**src/rtl/dec4_16_if.sv**
```systemverilog
// Decoder request/response bundle.
// The master drives en/sel; the slave returns the decoded line vector.
interface dec4_16_if;
  logic        en;
  logic [3:0]  sel;
  logic [15:0] out;
  logic        out_valid;

  modport master (
    output en,
    output sel,
    input  out,
    input  out_valid
  );

  modport slave (
    input  en,
    input  sel,
    output out,
    output out_valid
  );
endinterface

```
**src/rtl/dec4_16.sv**
```systemverilog
// 4-to-16 line decoder built as a binary tree of 1-to-2 cells.
// Optional output register and selectable active level.
module dec1_2 (
  input  logic en_i,
  input  logic sel_i,
  output logic out0_o,
  output logic out1_o
);
  assign out0_o = en_i & ~sel_i;
  assign out1_o = en_i &  sel_i;
endmodule

module dec4_16 #(
  parameter bit OUT_REG     = 1'b1,
  parameter bit ACTIVE_HIGH = 1'b1
) (
  input  logic     clk,
  input  logic     rst_n,
  dec4_16_if.slave bus
);
  localparam logic [15:0] IDLE =
    ACTIVE_HIGH ? 16'h0000 : 16'hFFFF;

  // Heap-ordered tree: node k feeds 2k/2k+1; leaves 16..31 are lines 0..15.
  logic [31:1] node;
  logic [15:0] out_d;

  assign node[1] = bus.en;

  for (genvar k = 1; k < 16; k++) begin : g_tree
    localparam int LVL = $clog2(k + 1) - 1;
    dec1_2 u_cell (
      .en_i   (node[k]),
      .sel_i  (bus.sel[3-LVL]),
      .out0_o (node[2*k]),
      .out1_o (node[2*k+1])
    );
  end

  assign out_d = ACTIVE_HIGH ? node[31:16] : ~node[31:16];

  if (OUT_REG) begin : g_reg
    logic [15:0] out_q;
    logic        vld_q;

    always_ff @(posedge clk or negedge rst_n) begin
      if (!rst_n) begin
        out_q <= IDLE;
        vld_q <= 1'b0;
      end else begin
        out_q <= out_d;
        vld_q <= bus.en;
      end
    end

    assign bus.out       = out_q;
    assign bus.out_valid = vld_q;
  end else begin : g_comb
    logic unused_clk_rst;
    assign unused_clk_rst = clk | rst_n;

    assign bus.out       = out_d;
    assign bus.out_valid = bus.en;
  end
endmodule

```
**src/flat_wrapper.sv**
```systemverilog
// flat-port wrapper written by rule: the top's interface ports become plain ports
module dec4_16_flat 
#(
  parameter bit OUT_REG     = 1'b1,
  parameter bit ACTIVE_HIGH = 1'b1
)
  (clk, rst_n, bus_en, bus_sel, bus_out, bus_out_valid);
  dec4_16_if bus_i ();
  input  logic clk;
  input  logic rst_n;
  input wire logic [$bits(bus_i.en)-1:0] bus_en;
  input wire logic [$bits(bus_i.sel)-1:0] bus_sel;
  output wire logic [$bits(bus_i.out)-1:0] bus_out;
  output wire logic [$bits(bus_i.out_valid)-1:0] bus_out_valid;
  assign bus_i.en = bus_en;
  assign bus_i.sel = bus_sel;
  assign bus_out = bus_i.out;
  assign bus_out_valid = bus_i.out_valid;
  dec4_16 #(.OUT_REG(OUT_REG), .ACTIVE_HIGH(ACTIVE_HIGH)) u_core (.clk(clk), .rst_n(rst_n), .bus(bus_i));
endmodule
```
**config.mk**
```make
export PLATFORM = sky130hd
export DESIGN_NAME = dec4_16_flat
export DESIGN_NICKNAME = d
export VERILOG_FILES = /design/src/rtl/dec4_16_if.sv /design/src/rtl/dec4_16.sv /design/src/flat_wrapper.sv
export SDC_FILE = /design/constraint.sdc
export NUM_CORES = 1
export LEC_CHECK = 0
export ABC_AREA = 1
export BUFFER_PORTS_ARGS = -buffer_cell sky130_fd_sc_hd__buf_2
export CORE_AREA = 2 2 39 41
export CTS_CLUSTER_DIAMETER = 30
export CTS_CLUSTER_SIZE = 20
export DETAILED_ROUTE_END_ITERATION = 16
export DIE_AREA = 0 0 41 43
export PLACE_DENSITY = 0.73
export RECOVER_POWER = 100
export SETUP_SLACK_MARGIN = 0.3
export SYNTH_ARGS = -nofsm -noshare
export SYNTH_HDL_FRONTEND = slang
export SYNTH_SLANG_ARGS = --single-unit
```
**constraint.sdc**
```tcl
create_clock -name clk -period 0.8 [get_ports clk]
set_input_delay 0 -clock clk [delete_from_list [all_inputs] [get_ports clk]]
set_output_delay 0 -clock clk [all_outputs]
set_load 0.01 [all_outputs]
```
==> reports/results.ini, run 1 <==
[outcome]
status=finished, violations left
violations=negative hold slack

[layout]
fill_cells=136
drive_gt1_frac=0.3200
final_cells=91
multi_input_area_um2=111.4
layout_commonest_cell=buf_2
syn_to_final_growth_pct=30.31
regArea_um2=425.4
n_antenna_cell=0
final_cell_mix=buf_2, dfrtp_1, nor2_1
layout.nets=83

[setup_path]
crit_path_cell_trace=buf_2
arrival_ns=0.78
cp_slowest_cell=dfrtp_1
cp.required_ns=0.80
cp_num_buf_inv=1
path_delay_family=flip-flops
critPathMaxStageDelay_ns=0.37
end_kind=output pin
start_kind=flip-flop
crit_fanout=1
worstSetupPathType=flip-flop to output pin

[sta]
hold_viol=3
worstMarginPinSlew_ns=0.3966
max_freq_mhz=1277
setup_viol=0
drv_slew=0
slew_headroom=0.7356
rsz0062_at_grt=true
finalCritPeriodShare=0.9785
holdWs_ns=-0.06020
fin_crit_ns=0.7828
worst_slack_ns=0.01721

[power_and_ir_drop]
p_int_w=0.001100
vdd_drop_max_mv=0.8013
p_per_area_nw_per_um2=1907
clockPowerShare=0.300
p_leak_nw=0.4267
p_sw_w=0.0003048
pwr-share-seq=0.624
combPwrFrac=0.076
netSwitchingFraction=0.2169

[cts]
cts_tree=built
postCtsSetupBuffers=0
cts-htree-levels=1
root_buffer=clkbuf_4
ctsHoldBuffers=1
clk_pin_slew_worst_paths_ns=0.09
cts_sinks=17
cts_buffers=3
cts_buffer_depth=2

[grt]
grt-ovfl-total=0
grt_max_degree=18
grt_pass1_wl_um=1469
antenna_found_initial=0
first_global_vias=341
grt_use_total=0.1346

[yosys]
synth_cells=48
avgSynthCellArea_um2=11.78
seq_area_frac_synth=0.7522
synth_nets=55
synthesis.area_um2=565.5
yosysWarnings=0
synthTopCellsByArea=dfrtp_1, nor2_1, nand4_1
ys_ff_latch=17
yosysTopAreaCell=dfrtp_1
netlist.area_leader.share=0.7522
synth_cell_types=9

[place]
place_inst=86
gp_congestion=0.8025
post-place-ws_ns=0.1723
hpwl_um=722.7
io_buffers=23

[run]
drv_cap=0

[drt]
ant_nets=0
drt-total-wl_um=965
num_vias=418
routedWlPerCell_um=10.60
drc=0
dr.pass1.iters=3
drt_iter0_markers=4
viasPerCell=4.593

[die]
dieArea_um2=1763
core_um2=1384
start_util=0.4087
dieWidth_um=41
die_y_um=43
core.rowCount=14
ios=24

[hold_path]
hold_class=input port to flip-flop

kinds of logic after synthesis:
family / synth area share
buf+inv: 0.04645
flops: 0.7522
simple gates: 0.2013
timing repair:
item | CTS | global route
setup endpoints to repair | 17 | 17
cloned | 0 | 0
hold endpoints to repair | 26 | 9
pin swaps | 0 | 0
gates resized for setup | 0 | 2
per-layer routing:
metal / vias up / routed length [µm] / global-route usage
met2: 19 / 447 / 0.1719
met1: 190 / 426 / 0.1597
li1: 207 / - / -
met3: 2 / 71 / 0.06283
met4: 0 / 19 / 0.1200
met5: - / 0 / 0
through the flow:
stage / cell area (µm²) / hold WS, ns / TNS (ns) / total power, W / utilization
floorplan: 565.5 / -0.2956 / 0 / 0.0009386 / -
global placement: 693.2 / -0.07606 / 0 / 0.0009984 / 0.5009
detailed placement: 693.2 / -0.07020 / 0 / 0.001000 / 0.5009
CTS: 729.5 / -0.1001 / 0 / 0.001427 / 0.5271
global route: 737.0 / -0.06619 / -0.2938 / 0.001484 / 0.5326
finish: 737.0 / -0.06020 / 0 / 0.001405 / 0.5326
power groups by stage:
stage                     Clock [W]  Combinational, W  Sequential, W
after floorplan                   0         0.0000349       0.000904
after global placement            0          0.000104       0.000894
after detailed placement          0          0.000107       0.000894
after CTS                  0.000440          0.000110       0.000877
after global routing       0.000484          0.000121       0.000879
final                      0.000421          0.000107       0.000877
Yosys cell counts:
master / n
nand4_1: 4
dfrtp_1: 17
nor2_1: 14
nor2_2: 1
nor3_1: 2
buf_4: 1
nand3_1: 4
inv_2: 1
inv_1: 4
path summary, 6_finish.rpt:
path / startpoint / endpoint / slack (ns) / cells after the start
max in group asynchronous: rst_n / u_core.bus.out[10] / 0.35 / 2
min in group asynchronous: rst_n / u_core.bus.out[3] / 0.17 / 2
worst max-delay path: u_core.bus.out[7] / bus_out[7] / 0.02 / 1
worst min-delay path: bus_en / u_core.bus.out_valid / -0.06 / 1
flip-flops by register name, summed over array words and instances, names as in the netlist:
signal	flops
u_core.bus.out	16
u_core.bus.out_valid	1
cell type report:
type                       count  area share
timing repair buffer          24      0.1834
multi-input combinational     25      0.1511
clock buffer                   4     0.03565
sequential                    17      0.5772
inverter                       5     0.02547
tap                           16     0.02716
Note: power is estimated with default switching activity, not from simulation.
==> run 2, diff against run 1 <==
--- a/config.mk
+++ b/config.mk
@@ -7,14 +7,15 @@
 export LEC_CHECK = 0
 export ABC_AREA = 1
 export BUFFER_PORTS_ARGS = -buffer_cell sky130_fd_sc_hd__buf_2
-export CORE_AREA = 2 2 39 41
+export CORE_MARGIN = 1
+export CORE_UTILIZATION = 50
 export CTS_CLUSTER_DIAMETER = 30
 export CTS_CLUSTER_SIZE = 20
 export DETAILED_ROUTE_END_ITERATION = 16
-export DIE_AREA = 0 0 41 43
-export PLACE_DENSITY = 0.73
+export PLACE_DENSITY = 0.81
 export RECOVER_POWER = 100
 export SETUP_SLACK_MARGIN = 0.3
 export SYNTH_ARGS = -nofsm -noshare
 export SYNTH_HDL_FRONTEND = slang
+export SYNTH_HIERARCHICAL = 1
 export SYNTH_SLANG_ARGS = --single-unit
==> constraint.sdc (replaced) <==
create_clock -name clk -period 0.8 [get_ports clk]
set_input_delay 0 -clock clk [delete_from_list [all_inputs] [get_ports clk]]
set_output_delay 0 -clock clk [all_outputs]
set_load 0.005 [all_outputs]
==> reports/results.ini, run 2 <==
[outcome]
status=finished, final reports clean

[cts]
cts-htree-levels=1
cts_tree=built
root_buffer=clkbuf_4
cts_sinks=17
postCtsSetupBuffers=0
cts_buffers=3
cts_buffer_depth=2
clk_pin_slew_worst_paths_ns=0.09

[setup_path]
start_kind=flip-flop
critPathMaxStageDelay_ns=0.37
crit_fanout=1
cp_slowest_cell=dfrtp_1
worstSetupPathType=flip-flop to output pin
cp.required_ns=0.80
path_delay_family=flip-flops
cp.depth=1
end_kind=output pin
cp_num_buf_inv=1
cp-startpoint=u_core/bus.out[0]
crit_path_cell_trace=buf_2
arrival_ns=0.77
cp-endpoint=bus_out[0]

[die]
die_y_um=39.10
core.rowCount=13
start_util=0.5355
dieArea_um2=1529
core_um2=1285
ios=24
dieWidth_um=39.10

[yosys]
ys.flop_type=dfrtp_1
synthesis.area_um2=688.2
synth_cells=77
synth-edff-count=0
seq_area_frac_synth=0.6182
yosysTopAreaCell=dfrtp_1
async_flop_share=1.000
avgSynthCellArea_um2=8.937
synth_nets=84
synth_common_cells=inv_1, dfrtp_1, nand2_1, nor2_2
synth_cell_types=4
synth.most_common_cell=inv_1
netlist.area_leader.share=0.6182
synthTopCellsByArea=dfrtp_1, inv_1, nor2_2
ys_ff_latch=17
yosysWarnings=6

[layout]
layout_commonest_cell=inv_1
largest_reg_flops=16
layout.nets=114
final_cells=121
fill_cells=104
syn_to_final_growth_pct=24.18
design_area_um2=854.6
final_cell_mix=inv_1, buf_2, dfrtp_1, nand2_1
n_antenna_cell=0
drive_gt1_frac=0.3113

[grt]
grt_use_total=0.1453
grt_max_degree=18
antenna_found_initial=0
grt_pass1_wl_um=1462
first_global_vias=390
grt-ovfl-total=0

[sta]
drv_slew=0
slew_headroom=0.7390
worstMarginPinSlew_ns=0.3915
fin_crit_ns=0.7713
max_freq_mhz=1297
finalCritPeriodShare=0.9641
hold_viol=0
rsz0062_at_grt=true
fin_tns_setup_ns=0
setup_viol=0
holdWs_ns=0.06578

[place]
io_buffers=23
hpwl_um=752.7
dpl_cell_area_um2=827.0
gp_congestion=0.7123
place_inst=115

[drt]
num_vias=497
viasPerCell=4.107
drt-total-wl_um=1000
drt_iter0_markers=12
routedWlPerCell_um=8.264
drc=0
ant_nets=0
dr.pass1.iters=4

[power_and_ir_drop]
p_per_area_nw_per_um2=1672
finalPower_w=0.001429
vdd_drop_max_mv=0.7950
p_leak_nw=0.5719

[hold_path]
hold_class=input port to flip-flop

[run]
drv_cap=0

## run 2: layout make-up
| class | count | area [µm²] | share of cell area |
|---|---|---|---|
| Multi-Input combinational cell | 30 | 140.1 | 0.1640 |
| Inverter | 30 | 112.6 | 0.1318 |
| Clock buffer | 4 | 26.28 | 0.03075 |
| Timing Repair Buffer | 25 | 131.4 | 0.1537 |
| Tap cell | 15 | 18.77 | 0.02196 |
| Sequential cell | 17 | 425.4 | 0.4978 |
## run 2: power by group
part           internal (W)  switching (W)  total (W)
logic             0.0000419      0.0000786   0.000121
registers          0.000874     0.00000311   0.000877
clock network      0.000193       0.000239   0.000432
## run 2: what timing repair did
item,CTS,global route
hold endpoints to repair,18,0
endpoints found under the setup margin,17,18
gates cloned,0,0
hold buffers,2,0
gates resized for setup,0,8
pin swaps,0,3
## run 2: worst min-delay path by stage
stage,start,depth (start not counted),to
4_1_cts,bus_sel[1],4,u_core/bus.out[13]
2_1_floorplan,rst_n,0,u_core/bus.out[0]
3_5_place_dp,rst_n,1,u_core/bus.out[15]
6_report,bus_sel[1],4,u_core/bus.out[9]
5_1_grt,bus_sel[1],4,u_core/bus.out[13]
3_3_place_gp,rst_n,1,u_core/bus.out[15]
## run 2: cells by family after synthesis
kind of cell,Yosys count,synth area share
DFF,17,0.6182
buffers and inverters,30,0.1636
and+or+nand+nor,30,0.2182
## run 2: stage by stage
step | util | setup WS (ns)
4_1_cts | 0.6796 | 0.01524
5_1_grt | 0.6650 | -0.007596
3_5_place_dp | 0.6436 | 0.06254
3_3_place_gp | 0.6436 | 0.1107
2_1_floorplan | - | 0.2804
6_report | 0.6650 | 0.02872
## run 2: metal layers
metal / up-vias / wire length [µm] / global-route usage
met5: - / 0 / 0
met4: 0 / 0 / 0.07759
met3: 0 / 44 / 0.01734
met2: 15 / 550 / 0.2833
met1: 221 / 405 / 0.1444
li1: 261 / - / -
==> run 3, diff against run 2 <==
--- a/config.mk
+++ b/config.mk
@@ -12,6 +12,7 @@
 export CTS_CLUSTER_DIAMETER = 30
 export CTS_CLUSTER_SIZE = 20
 export DETAILED_ROUTE_END_ITERATION = 16
+export MAX_ROUTING_LAYER = met4
 export PLACE_DENSITY = 0.81
 export RECOVER_POWER = 100
 export SETUP_SLACK_MARGIN = 0.3
==> reports/results.ini, run 3 (same netlist as run 2, synthesis figures left out) <==
[power_and_ir_drop]
pwr-share-seq=0.613
p_sw_w=0.0003214
vdd_drop_max_mv=0.7950
netSwitchingFraction=0.2248
p_leak_nw=0.5719
p_int_w=0.001108
combPwrFrac=0.084
clockPowerShare=0.303
p_per_area_nw_per_um2=1673
finalPower_w=0.001430

[grt]
first_global_vias=389
antenna_found_initial=0
grt_use_total=0.1489
grt-ovfl-total=0
grt_pass1_wl_um=1462
grt_max_degree=18

[setup_path]
critPathMaxStageDelay_ns=0.37
cp.required_ns=0.80
cp-startpoint=u_core/bus.out[0]
crit_path_cell_trace=buf_2
path_delay_family=flip-flops
worstSetupPathType=flip-flop to output pin
crit_fanout=1
cp_num_buf_inv=1
end_kind=output pin
arrival_ns=0.77
start_kind=flip-flop
cp_slowest_cell=dfrtp_1

[drt]
dr.pass1.iters=4
routedWlPerCell_um=8.281
drc=0
viasPerCell=4.107
drt-total-wl_um=1002
num_vias=497
ant_nets=0
drt_iter0_markers=10

[die]
ios=24
core.rowCount=13
core_um2=1285
dieWidth_um=39.10
die_y_um=39.10
start_util=0.5355
dieArea_um2=1529

[cts]
cts_buffers=3
root_buffer=clkbuf_4
clk_pin_slew_worst_paths_ns=0.09
cts-htree-levels=1
postCtsSetupBuffers=0
cts_tree=built
cts_buffer_depth=2
cts_sinks=17

[layout]
largest_reg_flops=16
syn_to_final_growth_pct=24.18
n_antenna_cell=0
layout.nets=114
layout_commonest_cell=inv_1
final_cell_mix=inv_1, buf_2, dfrtp_1, nand2_1
design_area_um2=854.6
fill_cells=104
final_cells=121
drive_gt1_frac=0.3113

[sta]
rsz0062_at_grt=true
setup_viol=0
fin_crit_ns=0.7713
finalCritPeriodShare=0.9641
worstMarginPinSlew_ns=0.3915
max_freq_mhz=1297
slew_headroom=0.7390
hold_viol=0
drv_slew=0

[hold_path]
min-delay-start=bus_sel[1]
whs_path_depth=4
holdPathEnd=u_core/bus.out[9]
hold_class=input port to flip-flop

[run]
drv_cap=0

[outcome]
status=finished, final reports clean

[place]
hpwl_um=752.7
dpl_cell_area_um2=827.0
place_inst=115
io_buffers=23
gp_congestion=0.7205

-- run 3: cell counts in the layout (fill, tap and decap cells not counted) --
Identical to the previous run, type by type.
-- run 3: layer usage --
metal	wire, µm	part of all wire	track usage
met1	408	0.41	0.1444
met2	548	0.55	0.2833
met5	0	0	-
met4	0	0	0.07759
met3	44	0.044	0.01734
-- run 3: layout make-up --
type	instances	area (µm²)	share of cell area
inverters	30	112.6	0.1318
flip-flops and latches	17	425.4	0.4978
repair buffers	25	131.4	0.1537
well taps	15	18.77	0.02196
multi-input cells	30	140.1	0.1640
clock buffers	4	26.28	0.03075
-- run 3: through the flow --
| step | setup slack (ns) | hold WS, ns | util | TNS (ns) |
|---|---|---|---|---|
| finish | 0.02873 | 0.06571 | 0.6650 | 0 |
| global route | -0.007594 | 0.08353 | 0.6650 | -0.01881 |
| CTS | 0.01524 | 0.07563 | 0.6796 | 0 |
| detailed placement | 0.06254 | -0.06840 | 0.6436 | 0 |
| global placement | 0.1107 | -0.07540 | 0.6436 | 0 |
| floorplan | 0.2804 | -0.2956 | - | 0 |
-- run 3: worst max-delay path by stage --
stage / endpoint / slack [ns] / cells after the start
2_1_floorplan: u_core/bus.out[0] / 0.28 / 8
3_3_place_gp: u_core/bus.out[8] / 0.11 / 9
3_5_place_dp: u_core/bus.out[8] / 0.06 / 9
4_1_cts: bus_out[5] / 0.02 / 1
5_1_grt: bus_out[5] / -0.008 / 1
6_report: bus_out[0] / 0.03 / 1
-- run 3: repair_timing --
action | in CTS | in global routing
gates resized for setup | 0 | 8
setup endpoints to repair | 17 | 18
endpoints found under the hold margin | 18 | 0
gates cloned | 0 | 0
hold buffers | 2 | 0
pin swaps | 0 | 3
-- run 3: power by group through the flow --
| stage | logic (W) | registers (W) | clock network (W) |
|---|---|---|---|
| floorplan | 0.0000435 | 0.000897 | 0 |
| detailed placement | 0.000122 | 0.000894 | 0 |
| global placement | 0.000118 | 0.000894 | 0 |
| CTS | 0.000129 | 0.000877 | 0.000446 |
| global route | 0.000139 | 0.000879 | 0.000477 |
| finish | 0.000121 | 0.000877 | 0.000433 |
